File: src/rtl/uart_pkg.sv
// -----------------------------------------------------------------------------
// uart_pkg -- shared definitions for the UART receive and transmit paths.
//   uart_state_t   : deframing FSM states (PARITY only used when parity enabled)
//   clks_per_bit() : rounded clocks per bit period for a given clock and baud
//   UART_DATA_BITS : data bits per frame
// -----------------------------------------------------------------------------
package uart_pkg;

   localparam int UART_DATA_BITS = 8;

   typedef enum logic [2:0] {
      IDLE,
      START,
      DATA,
      PARITY,
      STOP
   } uart_state_t;

   function automatic int clks_per_bit(input int clk_hz, input int baud);
      return (clk_hz + baud / 2) / baud;
   endfunction

endpackage

File: src/rtl/sync2.sv
// -----------------------------------------------------------------------------
// sync2 -- generic two-flop synchronizer with a configurable reset value.
//   clk : destination clock
//   rst : synchronous, active-high reset (both flops load RESET_VAL)
//   d   : asynchronous input
//   q   : synchronized output
// -----------------------------------------------------------------------------
module sync2 #(
   parameter logic RESET_VAL = 1'b1
) (
   input  logic clk,
   input  logic rst,
   input  logic d,
   output logic q
);

   logic meta;

   always_ff @(posedge clk) begin
      if (rst) begin
         meta <= RESET_VAL;
         q    <= RESET_VAL;
      end else begin
         meta <= d;
         q    <= meta;
      end
   end

endmodule

File: src/rtl/uart_rx.sv
// -----------------------------------------------------------------------------
// uart_rx -- serial receiver, 8N1 by default, with majority-vote mid-bit
// sampling, a valid/ready holding register and framing/overrun reporting.
//
// Ports:
//   clk        : system clock (12 MHz)
//   rst        : synchronous, active-high reset
//   rxd        : asynchronous serial line, idle high
//   rx_data    : received byte (LSB first on the wire)
//   rx_valid   : rx_data holds an unconsumed byte
//   rx_ready   : consumer takes the byte on a clk edge with rx_valid high
//   frame_err  : one-cycle pulse, stop bit sampled low
//   overrun    : sticky, a byte completed while rx_valid was still high
//   parity_err : one-cycle pulse, even parity check failed
//                (only present when UART_RX_PARITY_EN is defined)
//
// Build option: define UART_RX_PARITY_EN for 8E1 framing (adds PARITY state
// and the parity_err port). Default build is 8N1.
//
// CLKS_PER_BIT must be >= 8 so the three vote samples fit inside a bit.
//
// state  | meaning
// -------+--------------------------------------------------------------
// IDLE   | waiting for a falling edge on the synchronized line
// START  | validating the start bit; a high majority is a glitch
// DATA   | shifting in data bits, LSB first
// PARITY | sampling the even-parity bit (parity build only)
// STOP   | sampling the stop bit; leaves at mid-bit to catch early starts
// -----------------------------------------------------------------------------
module uart_rx
   import uart_pkg::*;
#(
   parameter int CLK_HZ       = 12000000,
   parameter int BAUD         = 115200,
   parameter int CLKS_PER_BIT = clks_per_bit(CLK_HZ, BAUD)
) (
   input  logic                      clk,
   input  logic                      rst,
   input  logic                      rxd,
   output logic [UART_DATA_BITS-1:0] rx_data,
   output logic                      rx_valid,
   input  logic                      rx_ready,
   output logic                      frame_err,
   output logic                      overrun
`ifdef UART_RX_PARITY_EN
   ,
   output logic                      parity_err
`endif
);

   localparam int CW  = $clog2(CLKS_PER_BIT);
   localparam int BW  = $clog2(UART_DATA_BITS);
   localparam int MID = CLKS_PER_BIT / 2;

   localparam logic [CW-1:0] CNT_LAST = CW'(CLKS_PER_BIT - 1);
   localparam logic [CW-1:0] CNT_PRE  = CW'(MID - 1);
   localparam logic [CW-1:0] CNT_MID  = CW'(MID);
   localparam logic [CW-1:0] CNT_POST = CW'(MID + 1);
   localparam logic [BW-1:0] IDX_LAST = BW'(UART_DATA_BITS - 1);

   logic                      rxd_s;
   logic                      rxd_q;
   uart_state_t               state;
   logic [CW-1:0]             cnt;
   logic [BW-1:0]             bit_idx;
   logic [UART_DATA_BITS-1:0] shreg;
   logic [1:0]                vote;
   logic                      maj;
   logic                      accept;
`ifdef UART_RX_PARITY_EN
   logic                      par_bad;
`endif

   // Reset value 1 keeps the line "idle" so reset release cannot fake a start.
   sync2 #(.RESET_VAL(1'b1)) u_sync (
      .clk (clk),
      .rst (rst),
      .d   (rxd),
      .q   (rxd_s)
   );

   // vote[0]/vote[1] hold the samples from counts M-1 and M; the live line
   // value at count M+1 is the third vote.
   assign maj    = (vote[0] & vote[1]) | (vote[0] & rxd_s) | (vote[1] & rxd_s);
   assign accept = rx_valid & rx_ready;

   always_ff @(posedge clk) begin
      if (rst) begin
         state     <= IDLE;
         cnt       <= '0;
         bit_idx   <= '0;
         shreg     <= '0;
         vote      <= '0;
         rxd_q     <= 1'b1;
         rx_data   <= '0;
         rx_valid  <= 1'b0;
         frame_err <= 1'b0;
         overrun   <= 1'b0;
`ifdef UART_RX_PARITY_EN
         par_bad    <= 1'b0;
         parity_err <= 1'b0;
`endif
      end else begin
         rxd_q     <= rxd_s;
         frame_err <= 1'b0;
`ifdef UART_RX_PARITY_EN
         parity_err <= 1'b0;
`endif
         if (accept) begin
            rx_valid <= 1'b0;
         end

         if (cnt == CNT_PRE) begin
            vote[0] <= rxd_s;
         end
         if (cnt == CNT_MID) begin
            vote[1] <= rxd_s;
         end

         if (state == IDLE) begin
            cnt <= '0;
         end else if (cnt == CNT_LAST) begin
            cnt <= '0;
         end else begin
            cnt <= cnt + CW'(1);
         end

         case (state)
            IDLE: begin
               // A falling edge is required, so a held-low line never restarts.
               if (rxd_q && !rxd_s) begin
                  state <= START;
               end
            end

            START: begin
               if (cnt == CNT_POST && maj) begin
                  state <= IDLE;
               end else if (cnt == CNT_LAST) begin
                  state   <= DATA;
                  bit_idx <= '0;
               end
            end

            DATA: begin
               if (cnt == CNT_POST) begin
                  shreg <= {maj, shreg[UART_DATA_BITS-1:1]};
               end
               if (cnt == CNT_LAST) begin
                  if (bit_idx == IDX_LAST) begin
`ifdef UART_RX_PARITY_EN
                     state <= PARITY;
`else
                     state <= STOP;
`endif
                  end else begin
                     bit_idx <= bit_idx + BW'(1);
                  end
               end
            end

`ifdef UART_RX_PARITY_EN
            PARITY: begin
               if (cnt == CNT_POST) begin
                  par_bad    <= ^{shreg, maj};
                  parity_err <= ^{shreg, maj};
               end
               if (cnt == CNT_LAST) begin
                  state <= STOP;
               end
            end
`endif

            STOP: begin
               if (cnt == CNT_POST) begin
                  state <= IDLE;
                  if (!maj) begin
                     frame_err <= 1'b1;
`ifdef UART_RX_PARITY_EN
                  end else if (!par_bad) begin
`else
                  end else begin
`endif
                     // A load overrides a same-cycle acceptance.
                     rx_data  <= shreg;
                     rx_valid <= 1'b1;
                     if (rx_valid && !rx_ready) begin
                        overrun <= 1'b1;
                     end
                  end
               end
            end

            default: state <= IDLE;
         endcase
      end
   end

endmodule
File: config.mk
export PLATFORM = sky130hd
export DESIGN_NAME = uart_rx
export DESIGN_NICKNAME = d
export VERILOG_FILES = /design/src/rtl/uart_pkg.sv /design/src/rtl/sync2.sv /design/src/rtl/uart_rx.sv
export SDC_FILE = /design/constraint.sdc
export NUM_CORES = 1
export LEC_CHECK = 0
export BUFFER_PORTS_ARGS = -buffer_cell sky130_fd_sc_hd__buf_2
export CAP_MARGIN = 20
export CORE_ASPECT_RATIO = 0.8
export CORE_MARGIN = 4
export CORE_UTILIZATION = 44
export DETAILED_ROUTE_END_ITERATION = 8
export PLACE_DENSITY_LB_ADDON = 0.12
export SETUP_SLACK_MARGIN = 0.5
export SYNTH_ARGS = -nofsm -noshare
export SYNTH_HDL_FRONTEND = slang
export SYNTH_HIERARCHICAL = 1
export SYNTH_SLANG_ARGS = --single-unit
File: constraint.sdc
create_clock -name clk -period 2.5 [get_ports clk]
set_clock_uncertainty 0.2 [all_clocks]
set_input_delay 0.25 -clock clk [delete_from_list [all_inputs] [get_ports clk]]
set_output_delay 0.25 -clock clk [all_outputs]
set_load 0.02 [all_outputs]
==> impl_metrics.json <==
{
  "status": "completed",
  "synth_top_cell_by_area": "dfxtp_1",
  "grt-ovfl-total": 0,
  "ys_top_cells_by_area": "dfxtp_1 (48%), mux2i_1 (12%), nor2_1 (7.8%)",
  "hold_ws_ns": 0.06262,
  "place_ws_ns": 0.3720,
  "p_int_uw": 926.2,
  "start_util_pct": 47.67,
  "netSwitchingPower_uw": 212.5,
  "die_height_um": 60.84,
  "relSlewSlack_pct": 66.55,
  "wl_per_cell_um": 12.60,
  "antenna_cells": 0,
  "hold_path_class": "in -> reg",
  "synth_edf_count": 0,
  "finalCriticalPeriod_ns": 2.057,
  "cts_tree": "built",
  "synthArstFlopShare_pct": 0,
  "fill_cells": 292,
  "grt_pass1_wl_um": 4816,
  "antenna_found_initial": 0,
  "grt_max_degree": 31,
  "start_kind": "flip-flop",
  "vdd_drop_max_v": 0.0004809,
  "grt_use_total_pct": 13.97,
  "area_growth_pct": 18.26,
  "yosys_warnings": 6,
  "required_ns": 2.44,
  "drv_slew": 0,
  "clk_path_buf_depth": 2,
  "wl_um": 2722,
  "cts.sinks": 37,
  "drive_gt1_share_pct": 20.45,
  "clkPwrFrac_pct": 45.6,
  "die_width_um": 74.04,
  "postSynthCellCount": 156,
  "end_kind": "flip-flop",
  "avgSynthCellArea_um2": 9.841,
  "cts_buffers": 5,
  "place_congestion": 0.8330,
  "synth.cell_area_mm2": 0.001535,
  "p_comb_share_pct": 2.1,
  "coreArea_mm2": 0.003221,
  "io_pins": 15,
  "hold_viol": 0,
  "ant_nets": 0,
  "switching_share_pct": 18.66,
  "finalSetupViolCount": 0,
  "numPortBuffers": 14,
  "place_area_mm2": 0.001635,
  "setup_tns_ns": 0,
  "rsz0062_at_grt": "yes",
  "synth_seq_cells": 37,
  "power.density_mw_per_mm2": 627.2,
  "p_leak_uw": 0.0007389,
  "fmax_ghz": 0.4860,
  "syn-num-nets": 165,
  "final_cell_area_mm2": 0.001815,
  "synth_top_area_share_pct": 48.25,
  "fin_crit_sh_pct": 82.30,
  "grt_pass1_vias": 1110,
  "clk_latency_ns": 0.28,
  "cap_violations": 0,
  "yosysSeqAreaShare_pct": 48.25,
  "num_rows": 18,
  "dp_hpwl_um": 1917,
  "dr.pass1.iters": 4,
  "root_buffer": "clkbuf_8",
  "ys.flop_type": "dfxtp_1",
  "htree_num_levels": 2,
  "vias": 1103,
  "critical_path.max_fanout": 5,
  "layout.nets": 184,
  "path_clk_slew_ns": 0.07,
  "via_per_inst": 5.106,
  "cp.arrival_ns": 2.00,
  "path_class": "reg -> reg",
  "tightest_slew_ns": 0.5017,
  "ys_types": 36,
  "power_uw": 1139,
  "synth_commonest_cells": "dfxtp_1 (37), nor2_1 (32), mux2i_1 (19)",
  "seq_power_share_pct": 52.3,
  "die_area_mm2": 0.004504,
  "synth.most_common_cell": "dfxtp_1",
  "remaining_drc_errors": 0,
  "drt_iter0_markers": 38,
  "worst_slack_ns": 0.4425
}
==> placed cells by master, fill, tap and decap left out, types with 4 or more instances in the layout <==
cell type	n
nand3_1	4
dfxtp_1	35
a21oi_1	4
nand2_1	4
nand2b_1	4
buf_2	14
nor2_1	32
inv_1	5
mux2i_1	19
clkbuf_8	6
buf_4	4
==> cells by family (layout without fill, tap and decap cells) <==
family / Yosys count / after routing / share of synthesized area [%]
simple gates: 63 / 63 / 20.70
compound gates: 14 / 14 / 7.905
buf+inv: 12 / 32 / 3.178
fa+ha+maj: 6 / 6 / 4.727
flops: 37 / 37 / 48.25
mux: 19 / 19 / 12.39
xor+xnor: 5 / 5 / 2.853
==> cell type report <==
type	count	area, um^2	share of cell area (%)
clock inverter	1	30.03	1.654
sequential	37	743.2	40.94
clock buffer	7	86.33	4.755
inverter	5	18.77	1.034
multi-input combinational	107	777.0	42.80
tap	40	50.05	2.757
timing repair buffer	19	110.1	6.065
==> metrics by stage <==
step | std cells | utilization [%]
finish | 216 | 56.37
floorplan | 156 | -
global placement | 204 | 50.78
detailed placement | 204 | 50.78
global route | 216 | 56.37
CTS | 215 | 55.94
==> power by group through the flow <==
stage                     logic [uW]  registers (uW)  clock network, uW
after floorplan                 17.3             608                  0
after global placement          22.4             609                  0
after detailed placement        22.8             609                  0
after CTS                       24.2             596                532
after global routing            27.4             596                560
final                           24.1             596                519
==> state kept, by name (all words and copies together), names as in the netlist <==
register and cells:
rxd_q 1, state 3, overrun 1, rx_data 8
bit_idx 3, frame_err 1, shreg 8, cnt 7
vote 2, rx_valid 1, u_sync/q 1, u_sync/meta 1
==> per-layer routing <==
metal | share of wire (%) | GRT usage (%)
met3 | 5.9 | 4.470
met4 | 0.33 | 3.876
met1 | 49 | 17.47
met2 | 45 | 23.36
met5 | 0 | 0
==> worst max-delay path, cell delays in order, from the launching register on <==
cell and delay, ns:
dfxtp_2 0.34, ha_4 0.16, ha_4 0.15, or3b_4 0.38, a2111oi_4 0.42, mux2i_1 0.24
nor2_1 0.05
==> what timing repair did <==
item | 4_1_cts | 5_1_grt
setup buffers | 2 | 1
resized for setup | 5 | 2
endpoints found under the setup margin | 3 | 12
cloned | 0 | 0
hold buffers | 1 | 0
endpoints found under the hold margin | 1 | 0
pin swaps | 4 | 4
==> final timing paths <==
path | depth (start not counted) | slack (ns) | to | start
max | 6 | 0.44 | bit_idx[0]$_SDFFE_PP0P_ | bit_idx[0]$_SDFFE_PP0P_
min reg2reg | 1 | 0.22 | u_sync/q$_SDFF_PP1_ | u_sync/meta$_SDFF_PP1_
max reg2reg | 6 | 0.44 | bit_idx[0]$_SDFFE_PP0P_ | bit_idx[0]$_SDFFE_PP0P_
min | 3 | 0.06 | rx_valid$_SDFF_PP0_ | rx_ready
Power figures use the tool's default switching activity.
